File: src/rtl/last_word_console_pkg.sv
// last_word_console_pkg: mailbox word field positions, TX state encodings and word decode helper (rev 1.0)
`default_nettype none

package last_word_console_pkg;

  localparam int HALT_BIT    = 31;
  localparam int TOGGLE_BIT  = 30;
  localparam int PAYLOAD_MSB = 7;

  localparam logic [1:0] ST_IDLE  = 2'd0;
  localparam logic [1:0] ST_START = 2'd1;
  localparam logic [1:0] ST_DATA  = 2'd2;
  localparam logic [1:0] ST_STOP  = 2'd3;

  typedef struct packed {
    logic                   halt;
    logic                   toggle;
    logic [PAYLOAD_MSB:0]   payload;
  } mbox_word_t;

  // Bits [29:8] of the mailbox word carry nothing for this consumer.
  function automatic mbox_word_t decode_word(input logic [31:0] w);
    mbox_word_t d;
    d.halt    = w[HALT_BIT];
    d.toggle  = w[TOGGLE_BIT];
    d.payload = w[PAYLOAD_MSB:0];
    return d;
  endfunction

endpackage

`default_nettype wire

File: src/rtl/last_word_console_if.sv
// last_word_console_if: mailbox input and console/status outputs of last_word_console (rev 1.0)
`default_nettype none

interface last_word_console_if;
  logic [31:0] iwLastData;
  logic        owTx;
  logic        owHalt;
  logic [7:0]  owExitCode;
  logic        owOverflow;
  logic        owBusy;

  modport master (
    output iwLastData,
    input  owTx, owHalt, owExitCode, owOverflow, owBusy
  );

  modport slave (
    input  iwLastData,
    output owTx, owHalt, owExitCode, owOverflow, owBusy
  );
endinterface

`default_nettype wire

File: src/rtl/last_word_console_sync_fifo.sv
// sync_fifo: single-clock FIFO with wrap-bit pointers; pushes when full and pops when empty are ignored (rev 1.0)
`default_nettype none

module sync_fifo #(
  parameter int pWidth = 8,
  parameter int pDepth = 8
) (
  input  logic              clk_i,
  input  logic              rst_ni,
  input  logic              push_i,
  input  logic [pWidth-1:0] data_i,
  output logic              full_o,
  input  logic              pop_i,
  output logic [pWidth-1:0] data_o,
  output logic              empty_o
);

  localparam int            AW      = $clog2(pDepth);
  localparam logic [AW:0]   C_DEPTH = (AW+1)'(pDepth);

  logic [AW:0]       wr_q, rd_q;
  logic [pWidth-1:0] mem_q [pDepth];
  logic              do_push, do_pop;

  assign full_o  = (wr_q - rd_q) == C_DEPTH;
  assign empty_o = (wr_q == rd_q);
  assign do_push = push_i && !full_o;
  assign do_pop  = pop_i && !empty_o;
  assign data_o  = mem_q[rd_q[AW-1:0]];

  always_ff @(posedge clk_i) begin
    if (!rst_ni) begin
      wr_q <= '0;
      rd_q <= '0;
    end else begin
      if (do_push) wr_q <= wr_q + 1'b1;
      if (do_pop)  rd_q <= rd_q + 1'b1;
    end
  end

  always_ff @(posedge clk_i) begin
    if (do_push) mem_q[wr_q[AW-1:0]] <= data_i;
  end

endmodule

`default_nettype wire

File: src/rtl/last_word_console.sv
// last_word_console: decodes toggled mailbox words into halt status or console characters sent as 8N1 UART (rev 1.0)
`default_nettype none

module last_word_console
  import last_word_console_pkg::*;
#(
  parameter logic [15:0] pClkDiv    = 16'd434,
  parameter int          pFifoDepth = 8
) (
  input  logic                iwClk,
  input  logic                iwnRst,
  last_word_console_if.slave  bus
);

  localparam logic [15:0] C_RELOAD = pClkDiv - 16'd1;

  mbox_word_t word;
  logic       evt, accept, push, drop, pop;
  logic       fifo_full, fifo_empty;
  logic [7:0] fifo_data;

  logic       toggle_q, halt_q, ovf_q;
  logic [7:0] exit_q;

  logic [1:0]  state_q, state_d;
  logic [15:0] cnt_q, cnt_d;
  logic [2:0]  bit_q, bit_d;
  logic [7:0]  shift_q, shift_d;
  logic        tx_q, tx_d;

  assign word   = decode_word(bus.iwLastData);
  assign evt    = (word.toggle != toggle_q);
  assign accept = evt && !halt_q;
  // Fullness is judged before the edge, so a same-edge pop never rescues a push.
  assign push   = accept && !word.halt && !fifo_full;
  assign drop   = accept && !word.halt && fifo_full;

  always_ff @(posedge iwClk) begin
    if (!iwnRst) begin
      toggle_q <= 1'b0;
      halt_q   <= 1'b0;
      exit_q   <= 8'd0;
      ovf_q    <= 1'b0;
    end else begin
      if (evt)                 toggle_q <= word.toggle;
      if (accept && word.halt) begin
        halt_q <= 1'b1;
        exit_q <= word.payload;
      end
      if (drop)                ovf_q    <= 1'b1;
    end
  end

  sync_fifo #(
    .pWidth (8),
    .pDepth (pFifoDepth)
  ) u_fifo (
    .clk_i   (iwClk),
    .rst_ni  (iwnRst),
    .push_i  (push),
    .data_i  (word.payload),
    .full_o  (fifo_full),
    .pop_i   (pop),
    .data_o  (fifo_data),
    .empty_o (fifo_empty)
  );

  always_comb begin
    state_d = state_q;
    cnt_d   = cnt_q;
    bit_d   = bit_q;
    shift_d = shift_q;
    tx_d    = tx_q;
    pop     = 1'b0;
    case (state_q)
      ST_IDLE: begin
        if (!fifo_empty) begin
          pop     = 1'b1;
          shift_d = fifo_data;
          cnt_d   = C_RELOAD;
          tx_d    = 1'b0;
          state_d = ST_START;
        end
      end
      ST_START: begin
        if (cnt_q == 16'd0) begin
          cnt_d   = C_RELOAD;
          bit_d   = 3'd0;
          tx_d    = shift_q[0];
          state_d = ST_DATA;
        end else begin
          cnt_d = cnt_q - 16'd1;
        end
      end
      ST_DATA: begin
        if (cnt_q == 16'd0) begin
          cnt_d = C_RELOAD;
          if (bit_q == 3'd7) begin
            tx_d    = 1'b1;
            state_d = ST_STOP;
          end else begin
            shift_d = shift_q >> 1;
            bit_d   = bit_q + 3'd1;
            tx_d    = shift_q[1];
          end
        end else begin
          cnt_d = cnt_q - 16'd1;
        end
      end
      ST_STOP: begin
        if (cnt_q == 16'd0) begin
          // Chain straight into the next start bit when more characters wait.
          if (!fifo_empty) begin
            pop     = 1'b1;
            shift_d = fifo_data;
            cnt_d   = C_RELOAD;
            tx_d    = 1'b0;
            state_d = ST_START;
          end else begin
            state_d = ST_IDLE;
          end
        end else begin
          cnt_d = cnt_q - 16'd1;
        end
      end
      default: state_d = ST_IDLE;
    endcase
  end

  always_ff @(posedge iwClk) begin
    if (!iwnRst) begin
      state_q <= ST_IDLE;
      cnt_q   <= 16'd0;
      bit_q   <= 3'd0;
      shift_q <= 8'd0;
      tx_q    <= 1'b1;
    end else begin
      state_q <= state_d;
      cnt_q   <= cnt_d;
      bit_q   <= bit_d;
      shift_q <= shift_d;
      tx_q    <= tx_d;
    end
  end

  assign bus.owTx       = tx_q;
  assign bus.owHalt     = halt_q;
  assign bus.owExitCode = exit_q;
  assign bus.owOverflow = ovf_q;
  assign bus.owBusy     = !fifo_empty || (state_q != ST_IDLE);

endmodule

`default_nettype wire
File: src/flat_wrapper.sv
// flat-port wrapper written by rule: the top's interface ports become plain ports
module last_word_console_flat import last_word_console_pkg::*;
#(
  parameter logic [15:0] pClkDiv    = 16'd434,
  parameter int          pFifoDepth = 8
)
  (iwClk, iwnRst, bus_iwLastData, bus_owTx, bus_owHalt, bus_owExitCode, bus_owOverflow, bus_owBusy);
  last_word_console_if bus_i ();
  input  logic iwClk;
  input  logic iwnRst;
  input wire logic [$bits(bus_i.iwLastData)-1:0] bus_iwLastData;
  output wire logic [$bits(bus_i.owTx)-1:0] bus_owTx;
  output wire logic [$bits(bus_i.owHalt)-1:0] bus_owHalt;
  output wire logic [$bits(bus_i.owExitCode)-1:0] bus_owExitCode;
  output wire logic [$bits(bus_i.owOverflow)-1:0] bus_owOverflow;
  output wire logic [$bits(bus_i.owBusy)-1:0] bus_owBusy;
  assign bus_i.iwLastData = bus_iwLastData;
  assign bus_owTx = bus_i.owTx;
  assign bus_owHalt = bus_i.owHalt;
  assign bus_owExitCode = bus_i.owExitCode;
  assign bus_owOverflow = bus_i.owOverflow;
  assign bus_owBusy = bus_i.owBusy;
  last_word_console #(.pClkDiv(pClkDiv), .pFifoDepth(pFifoDepth)) u_core (.iwClk(iwClk), .iwnRst(iwnRst), .bus(bus_i));
endmodule
File: config.mk
export PLATFORM = sky130hd
export DESIGN_NAME = last_word_console_flat
export DESIGN_NICKNAME = d
export VERILOG_FILES = /design/src/rtl/last_word_console_pkg.sv /design/src/rtl/last_word_console_if.sv /design/src/rtl/last_word_console_sync_fifo.sv /design/src/rtl/last_word_console.sv /design/src/flat_wrapper.sv
export SDC_FILE = /design/constraint.sdc
export NUM_CORES = 1
export LEC_CHECK = 0
export ABC_CLOCK_PERIOD_IN_PS = 2900
export CORE_MARGIN = 2
export CORE_UTILIZATION = 45
export CTS_BUF_LIST = sky130_fd_sc_hd__clkbuf_4
export DETAILED_ROUTE_END_ITERATION = 16
export MAX_ROUTING_LAYER = met4
export SLEW_MARGIN = 30
export SYNTH_ARGS = -nofsm -noshare
export SYNTH_HDL_FRONTEND = slang
export SYNTH_SLANG_ARGS = --single-unit
File: constraint.sdc
create_clock -name iwClk -period 2.9 [get_ports iwClk]
set_clock_uncertainty 0.05 [all_clocks]
set_input_delay 0.29 -clock iwClk [delete_from_list [all_inputs] [get_ports iwClk]]
set_output_delay 0.29 -clock iwClk [all_outputs]
set_load 0.01 [all_outputs]
==> impl_metrics.yaml <==
synthesis:
  yosysMostFrequentCell: "edfxtp_1"
  yosys-top-cells-count: "edfxtp_1 (64), dfxtp_1 (52), nand2_1 (30), nor2_1 (30), a21oi_1 (20)"
  synthCells: 424
  synth.largest_area_cell: "edfxtp_1"
  syn_area_mm2: 0.00515
  synth_edf_count: 64
  synth-seq-cells: 116
  ys.flop_type: "edfxtp_1"
  yosysWarnings: 0
  yosysTopAreaCellShare: 0.373
  yosysSeqAreaShare: 0.575
  syn_area_per_cell_um2: 12.2
  synthTopCellsByArea: "edfxtp_1 (37%), dfxtp_1 (20%), mux4_2 (7.0%), ha_1 (3.4%), mux2i_1 (3.3%)"
  synth_cell_types: 55
  synth_nets: 472
  synthArstFlopShare: 0
sta:
  tns_ns: 0
  drv_slew: 0
  tightest_slew_ns: 0.844
  holdWs_ns: 0.333
  finalCritPeriodShare: 0.930
  report.final.hold_viol_count: 0
  setup_slack_ns: 0.203
  slew_headroom: 0.435
  setup_viol: 0
  rsz0062_at_grt: "false"
  period_needed_ns: 2.70
  max_freq_ghz: 0.371
critical_path:
  regToRegStartpoint: "u_core.u_fifo.wr_q[0]"
  critPathMaxStageDelay_ns: 0.70
  r2r_setup_slack_ns: 0.20
  cp-end-kind: "register"
  rr_worst_depth: 7
  cp_max_fo: 8
  required_ns: 3.01
  crit_slowest_cell: "nor2_1"
  path_cells: "inv_1 -> ha_1 -> nand3b_1 -> a21oi_1 -> or4_1 -> nand3_1 -> nor2_1"
  crit_path_start: "u_core.u_fifo.wr_q[0]"
  cp.arrival_ns: 2.81
  worstReg2RegEnd: "u_core.u_fifo.mem_q[1][5]"
  worstSetupStartpointType: "register"
  path_class: "reg -> reg"
grt:
  grt_pass1_vias: 3404
  grt_first_pass_wirelength_mm: 17.1
  grt_max_degree: 31
  overflow: 0
  antenna_found_initial: 0
  grt_usage: 0.186
place:
  gp_congestion: 0.833
  dp_hpwl_mm: 7.02
  dpl-instance-area_mm2: 0.00564
  post-place-cells: 592
  pre_cts_ws_ns: 0.182
  port_buffers: 23
clock_tree:
  clkSlewWorstSetupHoldPaths_ns: 0.09
  clock_sinks: 116
  cts-root-buf: "clkbuf_4"
  clock_path_buffers: 2
  cts_buffers: 17
  cts_tree: "built"
  holdBufCountCts: 0
  ctsHtreeMaxLevel: 4
  clk_latency_ns: 0.54
power_and_ir_drop:
  p_leak_nw: 2.05
  power_density_mw_per_mm2: 914
  ir_drop_uv: 408
  p_total_mw: 5.44
routing:
  vias: 3442
  ant_nets: 0
  viasPerCell: 5.52
  first_pass_iters: 4
  drcViolationCount: 0
  wl_mm: 10.4
  dr.first_iter.drc_count: 240
  post_drt_wl_per_cell_um: 16.7
die:
  ioPinCount: 46
  start_util: 0.455
  die_area_mm2: 0.0123
  fp.coreArea_mm2: 0.0113
  rows: 39
  die_x_um: 111
  die_h_um: 111
hold_path:
  worstHoldEndpoint: "u_core.toggle_q"
  worstHoldPathCells: 2
  hp-class: "in -> reg"
  hold_start: "bus_iwLastData[30]"
job:
  drv_cap: 0
finish:
  multiInputGateArea_mm2: 0.00209
  stdcell_count: 624
  areaGrowthSynthToFinish_pct: 15.5
  drive_gt1_frac: 0.170
  register_area_mm2: 0.00296
  fill_cells: 1006
  utilization: 0.526
  fin_area_mm2: 0.00595
  diodes: 0
  num-nets-final: 516
outcome:
  outcome: "finished, final reports clean"
[worst max-delay path, delay by kind of cell, from the launching register on]
kind            cells  cell delay [ns]
flops               1             0.47
fa+ha+maj           1             0.22
compound gates      1             0.22
simple gates        4             1.27
buf+inv             1             0.11
[per-layer routing]
layer	routed length, um	share of wire	track usage
met5	0	0	-
met4	163	0.016	0.0840
met3	542	0.052	0.0481
met2	5120	0.49	0.290
met1	4570	0.44	0.229
[power by group]
group	leakage, nW	internal, mW	switching [mW]	total (mW)
Combinational	0.893	0.903	1.24	2.14
Clock	0.160	0.627	0.578	1.20
Sequential	1.00	1.92	0.171	2.10
[kinds of logic (layout without fill, tap and decap cells)]
family / Yosys count / count (layout) / synth area share
XOR/XNOR: 12 / 12 / 0.0204
buffers and inverters: 33 / 90 / 0.0248
adder cells (fa/ha/maj): 14 / 14 / 0.0340
AND/OR/NAND/NOR: 146 / 146 / 0.152
flip-flops: 116 / 116 / 0.575
AO/OA/AOI/OAI: 69 / 69 / 0.0888
multiplexers: 34 / 34 / 0.105
[registers in the layout, summed over array words and instances, names as in the netlist, named ones only]
| name | flops |
|---|---|
| u_core.bit_q | 3 |
| u_core.bus.owOverflow | 1 |
| u_core.u_fifo.mem_q | 64 |
| u_core.u_fifo.wr_q | 4 |
| u_core.u_fifo.rd_q | 4 |
| u_core.shift_q | 8 |
| u_core.state_q | 2 |
| u_core.toggle_q | 1 |
| u_core.bus.owHalt | 1 |
| u_core.bus.owExitCode | 8 |
| u_core.bus.owTx | 1 |
| u_core.cnt_q | 16 |
[worst max path at each step]
stage / end / slack [ns] / cells after the start
floorplan: u_core.u_fifo.mem_q[0][0] / 0.52 / 7
global placement: u_core.u_fifo.mem_q[2][4] / 0.26 / 7
detailed placement: u_core.u_fifo.mem_q[6][4] / 0.18 / 7
CTS: bus_owBusy / 0.01 / 6
global route: u_core.u_fifo.mem_q[1][6] / 0.01 / 7
finish: u_core.u_fifo.mem_q[1][5] / 0.20 / 7
[layout make-up]
cell class	count	share of cell area
flip-flops and latches	116	0.498
multi-input cells	275	0.351
clock inverters	11	0.0229
clock buffers	21	0.0265
repair buffers	41	0.0614
inverters	17	0.0107
well taps	143	0.0300
[cells in the final DEF, fill, tap and decap left out, types with 16 or more instances in the layout]
cell type,Yosys,routed
mux4_2,16,16
mux2i_1,17,17
buf_4,0,18
clkdlybuf4s50_1,0,23
a21oi_1,20,20
clkbuf_4,0,21
nand2_1,30,30
nor2_1,30,26
dfxtp_1,52,52
edfxtp_1,64,64
inv_1,17,17
[timing repair]
action                                  in CTS  in global routing
resized for setup                            0                  4
endpoints found under the setup margin       0                  7
setup buffers                                0                  0
No activity file was read; power rests on OpenSTA's default activity.
